**config.mk**
```make
export PLATFORM = sky130hd
export DESIGN_NAME = change_dispenser
export DESIGN_NICKNAME = d
export VERILOG_FILES = /design/src/rtl/vending_pkg.sv /design/src/rtl/coin_picker.sv /design/src/rtl/change_dispenser.sv
export SDC_FILE = /design/constraint.sdc
export NUM_CORES = 1
export LEC_CHECK = 0
export ABC_AREA = 1
export BUFFER_PORTS_ARGS = -buffer_cell sky130_fd_sc_hd__buf_4
export CAP_MARGIN = 15
export CORE_MARGIN = 2
export CORE_UTILIZATION = 30
export DETAILED_ROUTE_END_ITERATION = 12
export MAX_ROUTING_LAYER = met4
export PLACE_DENSITY = 0.6
export SLEW_MARGIN = 10
export SYNTH_ARGS = -nofsm -noshare
export SYNTH_HDL_FRONTEND = slang
export SYNTH_SLANG_ARGS = --single-unit
```
**constraint.sdc**
```tcl
create_clock -name clk -period 3.71 [get_ports clk]
set_clock_uncertainty 0.15 [all_clocks]
set_input_delay 0.1855 -clock clk [delete_from_list [all_inputs] [get_ports clk]]
set_output_delay 0.1855 -clock clk [all_outputs]
set_load 0.005 [all_outputs]
```
**src/rtl/vending_pkg.sv**
```systemverilog
// Shared definitions for the vending machine datapath: coin encodings,
// coin values and the change dispenser state encoding.
package vending_pkg;

   // Coin type encodings driven on coin_sel (3 is never used)
   localparam logic [1:0] COIN_SEL_LO  = 2'd0;
   localparam logic [1:0] COIN_SEL_MID = 2'd1;
   localparam logic [1:0] COIN_SEL_HI  = 2'd2;

   // Coin face values
   localparam int COIN_VAL_HI  = 5;
   localparam int COIN_VAL_MID = 2;
   localparam int COIN_VAL_LO  = 1;

   // Change dispenser controller states
   typedef enum logic [2:0] {
      ST_IDLE   = 3'd0,
      ST_CHECK  = 3'd1,
      ST_SELECT = 3'd2,
      ST_REQ    = 3'd3,
      ST_DONE   = 3'd4,
      ST_FAULT  = 3'd5
   } disp_state_t;

endpackage

```
**src/rtl/coin_picker.sv**
```systemverilog
// Greedy coin selection: returns the largest coin whose value does not
// exceed the amount still owed. Purely combinational.
module coin_picker
   import vending_pkg::*;
#(
   parameter int WIDTH    = 4,
   parameter int COIN_HI  = COIN_VAL_HI,
   parameter int COIN_MID = COIN_VAL_MID,
   parameter int COIN_LO  = COIN_VAL_LO
)(
   input  logic [WIDTH-1:0] amount,
   output logic [1:0]       coin_sel,
   output logic [WIDTH-1:0] coin_val
);

   // Try coins from largest to smallest; the small coin is the fallback
   always_comb begin
      coin_sel = COIN_SEL_LO;
      coin_val = WIDTH'(COIN_LO);
      if (amount >= WIDTH'(COIN_HI)) begin
         coin_sel = COIN_SEL_HI;
         coin_val = WIDTH'(COIN_HI);
      end else if (amount >= WIDTH'(COIN_MID)) begin
         coin_sel = COIN_SEL_MID;
         coin_val = WIDTH'(COIN_MID);
      end
   end

endmodule

```
**src/rtl/change_dispenser.sv**
```systemverilog
// Change dispenser: on a purchase request either refuses it (credit below
// price) or vends the item and pays the change one coin at a time through
// a req/ack handshake with the coin ejector. A stalled ejector latches a
// sticky fault that only reset clears. All outputs are registered.
module change_dispenser
   import vending_pkg::*;
#(
   parameter int WIDTH       = 4,
   parameter int COIN_HI     = COIN_VAL_HI,
   parameter int COIN_MID    = COIN_VAL_MID,
   parameter int COIN_LO     = COIN_VAL_LO,
   parameter int ACK_TIMEOUT = 15
)(
   input  logic             clk,
   input  logic             rst,
   input  logic             start,
   input  logic [WIDTH-1:0] diff,
   input  logic             no_borrow,
   output logic             busy,
   output logic             vend,
   output logic             insufficient,
   output logic             coin_req,
   output logic [1:0]       coin_sel,
   input  logic             coin_ack,
   output logic [WIDTH-1:0] remaining,
   output logic             done,
   output logic             fault
);

   localparam int TMR_W = $clog2(ACK_TIMEOUT + 1);

   disp_state_t      state, state_d;
   logic             nb_q, nb_d;
   logic [WIDTH-1:0] coin_val, coin_val_d;
   logic [TMR_W-1:0] timer, timer_d;
   logic [WIDTH-1:0] remaining_d;
   logic [1:0]       coin_sel_d;
   logic             busy_d, vend_d, insufficient_d, coin_req_d, done_d, fault_d;
   logic [1:0]       pick_sel;
   logic [WIDTH-1:0] pick_val;

   coin_picker #(
      .WIDTH    (WIDTH),
      .COIN_HI  (COIN_HI),
      .COIN_MID (COIN_MID),
      .COIN_LO  (COIN_LO)
   ) u_picker (
      .amount   (remaining),
      .coin_sel (pick_sel),
      .coin_val (pick_val)
   );

   // State and registered outputs; reset aborts any payout in progress
   always_ff @(posedge clk) begin
      if (rst) begin
         state        <= ST_IDLE;
         nb_q         <= 1'b0;
         coin_val     <= '0;
         timer        <= '0;
         remaining    <= '0;
         coin_sel     <= COIN_SEL_LO;
         busy         <= 1'b0;
         vend         <= 1'b0;
         insufficient <= 1'b0;
         coin_req     <= 1'b0;
         done         <= 1'b0;
         fault        <= 1'b0;
      end else begin
         state        <= state_d;
         nb_q         <= nb_d;
         coin_val     <= coin_val_d;
         timer        <= timer_d;
         remaining    <= remaining_d;
         coin_sel     <= coin_sel_d;
         busy         <= busy_d;
         vend         <= vend_d;
         insufficient <= insufficient_d;
         coin_req     <= coin_req_d;
         done         <= done_d;
         fault        <= fault_d;
      end
   end

   // Next-state and next-output logic; pulses default low, levels hold
   always_comb begin
      state_d        = state;
      nb_d           = nb_q;
      coin_val_d     = coin_val;
      timer_d        = timer;
      remaining_d    = remaining;
      coin_sel_d     = coin_sel;
      coin_req_d     = coin_req;
      fault_d        = fault;
      vend_d         = 1'b0;
      insufficient_d = 1'b0;
      done_d         = 1'b0;

      case (state)
         ST_IDLE: begin
            if (start) begin
               remaining_d = diff;
               nb_d        = no_borrow;
               state_d     = ST_CHECK;
            end
         end
         ST_CHECK: begin
            if (!nb_q) begin
               insufficient_d = 1'b1;
               remaining_d    = '0;
               state_d        = ST_IDLE;
            end else begin
               vend_d  = 1'b1;
               state_d = ST_SELECT;
            end
         end
         ST_SELECT: begin
            if (remaining == '0) begin
               done_d  = 1'b1;
               state_d = ST_DONE;
            end else begin
               coin_sel_d = pick_sel;
               coin_val_d = pick_val;
               coin_req_d = 1'b1;
               timer_d    = '0;
               state_d    = ST_REQ;
            end
         end
         ST_REQ: begin
            // An ack on the final allowed cycle still counts as success
            if (coin_ack) begin
               remaining_d = remaining - coin_val;
               coin_req_d  = 1'b0;
               timer_d     = '0;
               state_d     = ST_SELECT;
            end else if (timer == TMR_W'(ACK_TIMEOUT - 1)) begin
               coin_req_d = 1'b0;
               fault_d    = 1'b1;
               state_d    = ST_FAULT;
            end else begin
               timer_d = timer + 1'b1;
            end
         end
         ST_DONE: begin
            state_d = ST_IDLE;
         end
         ST_FAULT: begin
            state_d = ST_FAULT;
         end
         default: begin
            state_d = ST_IDLE;
         end
      endcase

      // busy also covers the cycle in which a refusal is reported
      busy_d = (state_d != ST_IDLE) | insufficient_d;
   end

endmodule

```
# ---- Word-level counts from Yosys, hierarchy flattened
# Index checks and enable logic that the tools add are counted.
dict set report op_classes {
  n_addsub 2
  n_mul 0
  n_div 0
  order_cmp 2
  n_eq_ne 11
  n_shift 0
  mux 26
  bitwise 5
  n_reduce_logical 13
}
# op n
set op_table {}
lappend op_table {{two-way mux 4 bit} 7}
lappend op_table {{one-hot mux 3 bit (5 select lines)} 1}
lappend op_table {{two-way mux 3 bit} 4}
lappend op_table {{one-hot mux 4 bit (3 select lines)} 1}
lappend op_table {{AND reduction 3 bit} 3}
lappend op_table {{two-way mux 1 bit} 8}
lappend op_table {{!= test 2 bit, second input constant} 4}
lappend op_table {{one-hot mux 4 bit (2 select lines)} 1}
lappend op_table {{== test 3 x 2 -> 1 bit, second input constant} 2}
lappend op_table {{two-way mux 2 bit} 3}
lappend op_table {{!= test 3 bit, second input constant} 2}
lappend op_table {{nonzero test 3 bit} 2}
lappend op_table {{adder 4 x 1 -> 4 bit, second input constant} 1}
lappend op_table {{== test 4 bit, second input constant} 1}
lappend op_table {{greater-or-equal comparator 4 x 2 -> 1 bit, second input constant} 1}
lappend op_table {{greater-or-equal comparator 4 x 3 -> 1 bit, second input constant} 1}
lappend op_table {{zero test 4 bit} 1}
lappend op_table {{NOT 1 bit} 4}
lappend op_table {{AND reduction 2 bit} 2}
lappend op_table {{AND reduction 4 bit} 1}
lappend op_table {{OR reduction 2 bit} 2}
lappend op_table {{subtractor 4 bit} 1}
lappend op_table {{== test 3 x 1 -> 1 bit, second input constant} 1}
lappend op_table {{== test 3 bit, second input constant} 1}
lappend op_table {{4 further kinds} 4}
dict set report totals {
  register_bits 24
  latch_bits 0
  ramBits 0
  romBits 0
  in_bits 9
  n_memories 0
}

# ---- Logic depth before layout (Yosys ltp)
# Gate-level depths: netlist of run 1.
dict set report logic_depth {
  word_depth 6
  mapped_depth 9
  mapped_depth_nobuf 9
}

# ---- Hierarchy
# Synthesis of run 1 repeated with hierarchy kept, for this count alone.
dict set report hier_totals {
  cells_unflattened 180
  hier_area_um2 1276.2
}
# module n_inst cells_per_inst area_per_inst_um2 seq_area_each_um2
set by_module_without_submodules {}
lappend by_module_without_submodules {change_dispenser 1 170 1213.7 480.5}
lappend by_module_without_submodules {coin_picker 1 10 62.6 0.0}

# ---- Worst setup path after synthesis of run 1
# OpenSTA, ideal clock, no wires.
dict set report synth_path {
  path_kind {register to register}
  startpoint {register remaining[0]}
  endpoint {register remaining[1]}
  setup_ns 0.117
  arrival_time_ns 1.312
  required_time_ns 3.443
  path_slack_ns 2.131
  stages_incl_launch_ff 9
  path_cell_list {dfxtp_1 inv_1 ha_1 inv_1 fa_1 nand2_1 nand2_1 o21ai_1 nor2_1}
}
dict set report synth_between {
  elab_chain_len 3
}
# item line
set synth_rtl {}
lappend synth_rtl {{from (decl)} change_dispenser.sv:25} ;# output logic [WIDTH-1:0] remaining,
lappend synth_rtl {{from (signal assigned)} change_dispenser.sv:73} ;# remaining <= remaining_d;
lappend synth_rtl {{subtractor 4 bit} change_dispenser.sv:131} ;# remaining_d = remaining - coin_val;
lappend synth_rtl {{two-way mux 4 bit} change_dispenser.sv:130} ;# if (coin_ack) begin
lappend synth_rtl {{one-hot mux 4 bit (3 select lines)} change_dispenser.sv:98} ;# case (state)
# Every way passes these cells. The select of a mux whose other input is x is not followed.
# A chain may end at the register's enable or synchronous reset.

# ---- Worst setup path after layout of run 1
# Ends and elaborated chain as after synthesis.

==> metrics.md, run 1 <==
| Metric | Value |
|---|---|
| Sw power | `0.000133 W` |
| Core Area | `0.00363 mm^2` |
| Die span in x | `65.3 um` |
| Internal | `0.000355 W` |
| Fmax | `0.621 GHz` |
| CP endpoint | `remaining[1]` |
| Status | `finished, final reports clean` |
| Clock latency on the worst-skew pair | `0.26 ns` |
| Htree depth | `1` |
| Lkg Pwr | `0.645 nW` |
| Die area | `0.00426 mm^2` |
| Vias in the first global route | `924` |
| Ports | `21` |
| PostCTS Resize Cnt | `0` |
| Final Net Count | `197` |
| RD Place Congestion | `0.809` |
| Clock buffer depth | `2` |
| Post-Synthesis Cells | `161` |
| Ant diodes | `0` |
| Final Cycle Share | `0.434` |
| Worst Path Arrival | `1.62 ns` |
| Setup total negative slack | `0 ns` |
| Period minus WS final | `1.61 ns` |
| 1st-pass router iterations | `4` |
| Crit-path max FO | `3` |
| Number of port buffers | `20` |
| Sink Count | `21` |
| Worst Setup End Kind | `register` |
| Avg Cell Area, Syn | `6.99 um^2` |
| Yosys warns | `0` |
| Routed vias/inst | `4.45` |
| Mapped Nets | `176` |
| Vias | `1018` |
| Hold_buf cts | `0` |
| HP Class | `in -> reg` |
| Seq/Total Area, Yosys | `0.373` |
| CP Launch Type | `register` |
| # Post-CTS Setup Buffers | `0` |
| Critical path launch point | `remaining[0]` |
| Max-slew violations | `0` |
| Grt ovf | `0` |
| Initial DRC Count | `67` |
| Worst path slowest cell | `fa_1` |
| HPWL after DPL | `1810 um` |
| Drt wl/cell | `10.1 um` |
| First-pass GRT wire length | `4020 um` |
| ANT nets after route | `0` |
| Yosys reg bits | `21` |
| Crit-path cells | `inv_1, ha_1, inv_1, fa_1, nand2_1, nand2_1, o21ai_1, nor2_1` |
| CTS clk-pin slew, worst paths | `0.08 ns` |
| Row cnt | `22` |
| Sw Share | `0.273` |
| Worst setup path class | `reg -> reg` |
| Setup-failing EPs final | `0` |
| RSZ-0062 raised after global routing | `no` |
| Number of CTS-inserted buffers | `3` |
| Layout cell share with drive strength beyond 1 | `0.204` |
| R2r setup slk | `2.10 ns` |
| # DRC | `0` |
| Clock Power Share | `0.301` |
| Slew headroom | `0.733` |
| Post-synthesis cell type count | `25` |
| Commonest non-fill, non-tap cell in the layout | `nor2_1` |
| Final Hold Viols | `0` |
| Worst R2R End | `remaining[1]` |
| Die H | `65.3 um` |
| Max VDD drop | `0.136 mV` |
| Largest net degree at the start of global routing | `15` |
| DRT Wirelength | `2320 um` |
| Clock root buffer master | `clkbuf_8` |
| GRT Total Usage | `0.123` |
| Worst stage delay on the critical path | `0.40 ns` |
| Combinational share of power | `0.185` |
| Reg-to-reg startpoint | `remaining[0]` |
| R2R depth | `8` |
| WP data required | `3.72 ns` |
| Max-capacitance violation count | `0` |
| CTS tree | `yes` |
| FILL cells | `409` |
| Placed cell areas | `0.00131 mm^2` |
| Flop pwr share | `0.514` |
| Initial cell density of the core | `0.310` |
| Area of the mapped netlist | `0.00113 mm^2` |
| Final instance area | `0.00136 mm^2` |
| Most frequent cells in the layout | `30 x nor2_1, 27 x nand2_1, 22 x inv_1` |
| Worst-Margin Slew | `0.400 ns` |
| Initial antenna violation count | `0` |
| Area Overhead vs Synth | `20.6%` |
| Pwr Density | `360 mW/mm^2` |
==> critical path: cells and delay by family (launching register included) <==
kind,cells,cell delay [ns]
adders and majority gates,2,0.59
DFF,1,0.35
and+or+nand+nor,3,0.16
AOI/OAI and AO/OA,1,0.12
buffers and inverters,2,0.14
==> power groups by stage <==
stage	clock network [W]	logic, W	registers (W)
floorplan	0	0.0000611	0.000254
global placement	0	0.0000915	0.000256
detailed placement	0	0.0000915	0.000256
CTS	0.000154	0.0000919	0.000251
global route	0.000164	0.000106	0.000253
finish	0.000147	0.0000904	0.000251
==> final cells by class <==
class                   instances  area (um^2)  area share
multi-input cells             111          588       0.433
clock buffers                   4         45.0      0.0332
well taps                      48         60.1      0.0442
repair buffers                 20          150       0.111
inverters                      25         93.8      0.0691
flip-flops and latches         21          420       0.310
==> registers in the layout, summed over array words and instances (netlist names) <==
name,count
remaining,4
timer,4
state,3
coin_val,2
busy,1
coin_req,1
coin_sel,1
done,1
fault,1
insufficient,1
nb_q,1
vend,1
==> synthesized netlist by cell type <==
| master | n | area (um^2) |
|---|---|---|
| a31oi_1 | 1 | 6.26 |
| nand3_1 | 10 | 50.1 |
| a21oi_1 | 8 | 40.0 |
| nand3_2 | 1 | 10.0 |
| ha_1 | 5 | 62.6 |
| buf_2 | 1 | 5.00 |
| nand3_4 | 1 | 17.5 |
| inv_2 | 3 | 11.3 |
| nor2_2 | 2 | 12.5 |
| nand2_2 | 5 | 31.3 |
| nand4_1 | 3 | 18.8 |
| nor2_4 | 1 | 11.3 |
| xnor2_1 | 1 | 8.76 |
| inv_1 | 22 | 82.6 |
| clkbuf_1 | 1 | 3.75 |
| buf_4 | 2 | 15.0 |
| nand2_4 | 1 | 11.3 |
| o21ai_1 | 4 | 20.0 |
| dfxtp_1 | 21 | 420 |
| o21ai_0 | 8 | 40.0 |
| fa_1 | 1 | 20.0 |
| o211ai_1 | 1 | 7.51 |
| nand2_1 | 27 | 101 |
| nor2_1 | 30 | 113 |
| nor4_1 | 1 | 6.26 |
==> metrics by stage <==
stage / util / std cells / power, W / hold WS, ns / worst slack [ns]
2_1_floorplan: - / 161 / 0.000315 / 0.227 / 2.13
3_3_place_gp: 0.361 / 225 / 0.000348 / 0.285 / 2.10
3_5_place_dp: 0.361 / 225 / 0.000348 / 0.285 / 2.09
4_1_cts: 0.374 / 229 / 0.000497 / 0.0107 / 2.08
5_1_grt: 0.374 / 229 / 0.000524 / 0.0198 / 1.98
6_report: 0.374 / 229 / 0.000488 / 0.0209 / 2.10
==> routing by layer <==
| metal | vias to the layer above | track usage | share of wire |
|---|---|---|---|
| met3 | 5 | 0.0223 | 0.039 |
| met5 | - | - | 0 |
| li1 | 550 | - | - |
| met1 | 449 | 0.154 | 0.49 |
| met4 | 0 | 0.0391 | 0.012 |
| met2 | 14 | 0.203 | 0.46 |
==> how the worst min path moves through the flow <==
stage | startpoint | to | slack (ns) | depth (start not counted)
3_3_place_gp | rst | coin_sel[0] | 0.28 | 2
6_report | rst | coin_sel[0] | 0.02 | 2
2_1_floorplan | no_borrow | nb_q | 0.23 | 2
5_1_grt | rst | coin_sel[0] | 0.02 | 2
4_1_cts | rst | coin_sel[0] | 0.01 | 2
3_5_place_dp | rst | coin_sel[0] | 0.29 | 2
==> logic make-up (layout without fill, tap and decap cells) <==
group / Yosys count / in the layout / synth area share
AOI/OAI and AO/OA: 22 / 22 / 0.101
and+or+nand+nor: 82 / 82 / 0.340
DFF: 21 / 21 / 0.373
buffers and inverters: 29 / 49 / 0.104
adders and majority gates: 6 / 6 / 0.0733
xor gates and xnor gates: 1 / 1 / 0.00778
No activity file was read; power rests on OpenSTA's default activity.
==> run 2, diff against run 1 <==
clock period = 1.65 ns   (was 3.71 ns; I/O delays follow)
==> run 2 against run 1 <==
Compared with the run above:
- the flow now finishes with violations (hold timing)
- non-clock buffer count increased by 5
- via count increased by 4.0%
- combinational power increased to 2.7 times the previous value
- worst hold slack got worse by 0.027 ns
- sequential share of layout area decreased by 1.2 points
- global-route usage increased by 1.2 points
- largest cell class unchanged
==> metrics.md, run 2 (same netlist as run 1, synthesis figures left out) <==
| Metric | Value |
|---|---|
| Final Hold Viols | `1` |
| Sink Count | `21` |
| Worst-Margin Slew | `0.404 ns` |
| Commonest non-fill, non-tap cell in the layout | `nor2_1` |
| DRT Wirelength | `2480 um` |
| GRT Total Usage | `0.135` |
| Routed vias/inst | `4.53` |
| Min-delay src | `diff[1]` |
| Max VDD drop | `0.276 mV` |
| 1st-pass router iterations | `4` |
| First-pass GRT wire length | `4410 um` |
| RSZ-0062 raised after global routing | `yes` |
| Lkg Pwr | `0.673 nW` |
| Worst path bufs/invs | `2` |
| Clock buffer depth | `2` |
| ANT nets after route | `0` |
| CP top delay family | `adder cells` |
| FILL cells | `400` |
| Fmax | `0.631 GHz` |
| Row cnt | `22` |
| Hold path endpoint | `remaining[1]` |
| Largest net degree at the start of global routing | `15` |
| Area Overhead vs Synth | `26.0%` |
| Status | `complete, but fails checks` |
| Worst R2R End | `remaining[2]` |
| Die H | `65.3 um` |
| HPWL after DPL | `1940 um` |
| Ant diodes | `0` |
| Die span in x | `65.3 um` |
| Grt ovf | `0` |
| Layout cell share with drive strength beyond 1 | `0.242` |
| Setup-failing EPs final | `0` |
| WP data required | `1.71 ns` |
| Slew headroom | `0.730` |
| Ports | `21` |
| Final Cycle Share | `0.961` |
| R2r setup slk | `0.06 ns` |
| CTS clk-pin slew, worst paths | `0.08 ns` |
| # DRC | `0` |
| Number of CTS-inserted buffers | `3` |
| Max-slew violations | `0` |
| Drt wl/cell | `10.6 um` |
| Worst setup path class | `reg -> reg` |
| Hold Crit Depth | `5` |
| Crit-path max FO | `2` |
| Vias | `1059` |
| Pre-CTS setup slack | `0.0596 ns` |
| Core Area | `0.00363 mm^2` |
| Final instance area | `0.00142 mm^2` |
| Initial antenna violation count | `0` |
| Crit-path cells | `inv_1, ha_1, inv_2, fa_1, xnor2_1, o21ai_0, nor2_1, nor2_1` |
| Most frequent cells in the layout | `30 x nor2_1, 27 x nand2_1, 23 x buf_4` |
| Reg-to-reg startpoint | `remaining[0]` |
| Storage cell area | `422 um^2` |
| Pwr Density | `805 mW/mm^2` |
| Worst Path Arrival | `1.64 ns` |
| Number of port buffers | `20` |
| HP Class | `in -> reg` |
| Crit path top cell by count | `nor2_1` |
| RD Place Congestion | `0.799` |
| Placed cell areas | `0.00134 mm^2` |
| Clock root buffer master | `clkbuf_8` |
| Worst Setup End Kind | `register` |
| R2R depth | `8` |
| Period minus WS final | `1.59 ns` |
| Htree depth | `1` |
| CP Launch Type | `register` |
| Vias in the first global route | `1012` |
| Die area | `0.00426 mm^2` |
| CTS tree | `yes` |
| Initial DRC Count | `65` |
| Regs by FF count | `remaining (4), timer (4), state (3)` |
| Final WS setup | `0.0644 ns` |
| Clock latency on the worst-skew pair | `0.26 ns` |
| Failing checks | `hold timing` |
| Final Net Count | `202` |
| Multi-input logic area | `604 um^2` |
| Initial cell density of the core | `0.310` |
| Worst path slowest cell | `fa_1` |
| Max-capacitance violation count | `0` |
| Hold WS | `-0.00605 ns` |
| # Post-CTS Setup Buffers | `0` |
| Worst stage delay on the critical path | `0.37 ns` |
[run 2: where the power goes]
part / leakage [nW] / switching (W) / total, W / internal [W]
clock network: 0.0255 / 0.000174 / 0.000343 / 0.000168
logic: 0.477 / 0.000126 / 0.000240 / 0.000114
registers: 0.171 / 0.0000244 / 0.000560 / 0.000535
[run 2: metal layers]
layer  global-route usage  up-vias  wire length [um]  share of wire
met4               0.0417        0                29          0.012
li1                     -      559                 -              -
met2                0.236       22              1210           0.49
met3               0.0223        5               106          0.043
met5                    -        -                 0              0
met1                0.159      473              1130           0.46
[run 2: worst max path at each step]
stage | cells after the start | endpoint | from
after floorplan | 8 | remaining[1] | remaining[0]
after global placement | 8 | remaining[1] | remaining[0]
after detailed placement | 8 | remaining[1] | remaining[0]
after CTS | 8 | remaining[1] | remaining[0]
after global routing | 8 | remaining[1] | remaining[0]
final | 8 | remaining[2] | remaining[0]
[run 2: layout make-up]
type,count,share of cell area
clock buffers,3,0.0291
clock inverters,1,0.00353
inverters,25,0.0661
multi-input cells,111,0.426
flip-flops and latches,21,0.297
well taps,48,0.0423
repair buffers,25,0.136
[run 2: worst reg2reg max path, cell delays in order (launching register included)]
cell	delay (ns)
dfxtp_2	0.32
inv_1	0.06
ha_1	0.16
inv_2	0.04
fa_1	0.37
xnor2_1	0.13
o21ai_0	0.14
nor2_1	0.07
nor2_1	0.09
[run 2: stage by stage]
| step | TNS [ns] | std cells | total power [W] | utilization |
|---|---|---|---|---|
| 6_report | 0 | 234 | 0.00114 | 0.390 |
| 4_1_cts | 0 | 234 | 0.00114 | 0.386 |
| 5_1_grt | -0.00954 | 234 | 0.00122 | 0.390 |
| 3_5_place_dp | 0 | 228 | 0.000800 | 0.367 |
| 2_1_floorplan | 0 | 161 | 0.000709 | - |
| 3_3_place_gp | 0 | 228 | 0.000798 | 0.367 |
[run 2: timing repair]
action	CTS	global route
endpoints found under the setup margin	0	3
hold buffers	2	0
resized for setup	0	4
endpoints found under the hold margin	7	0
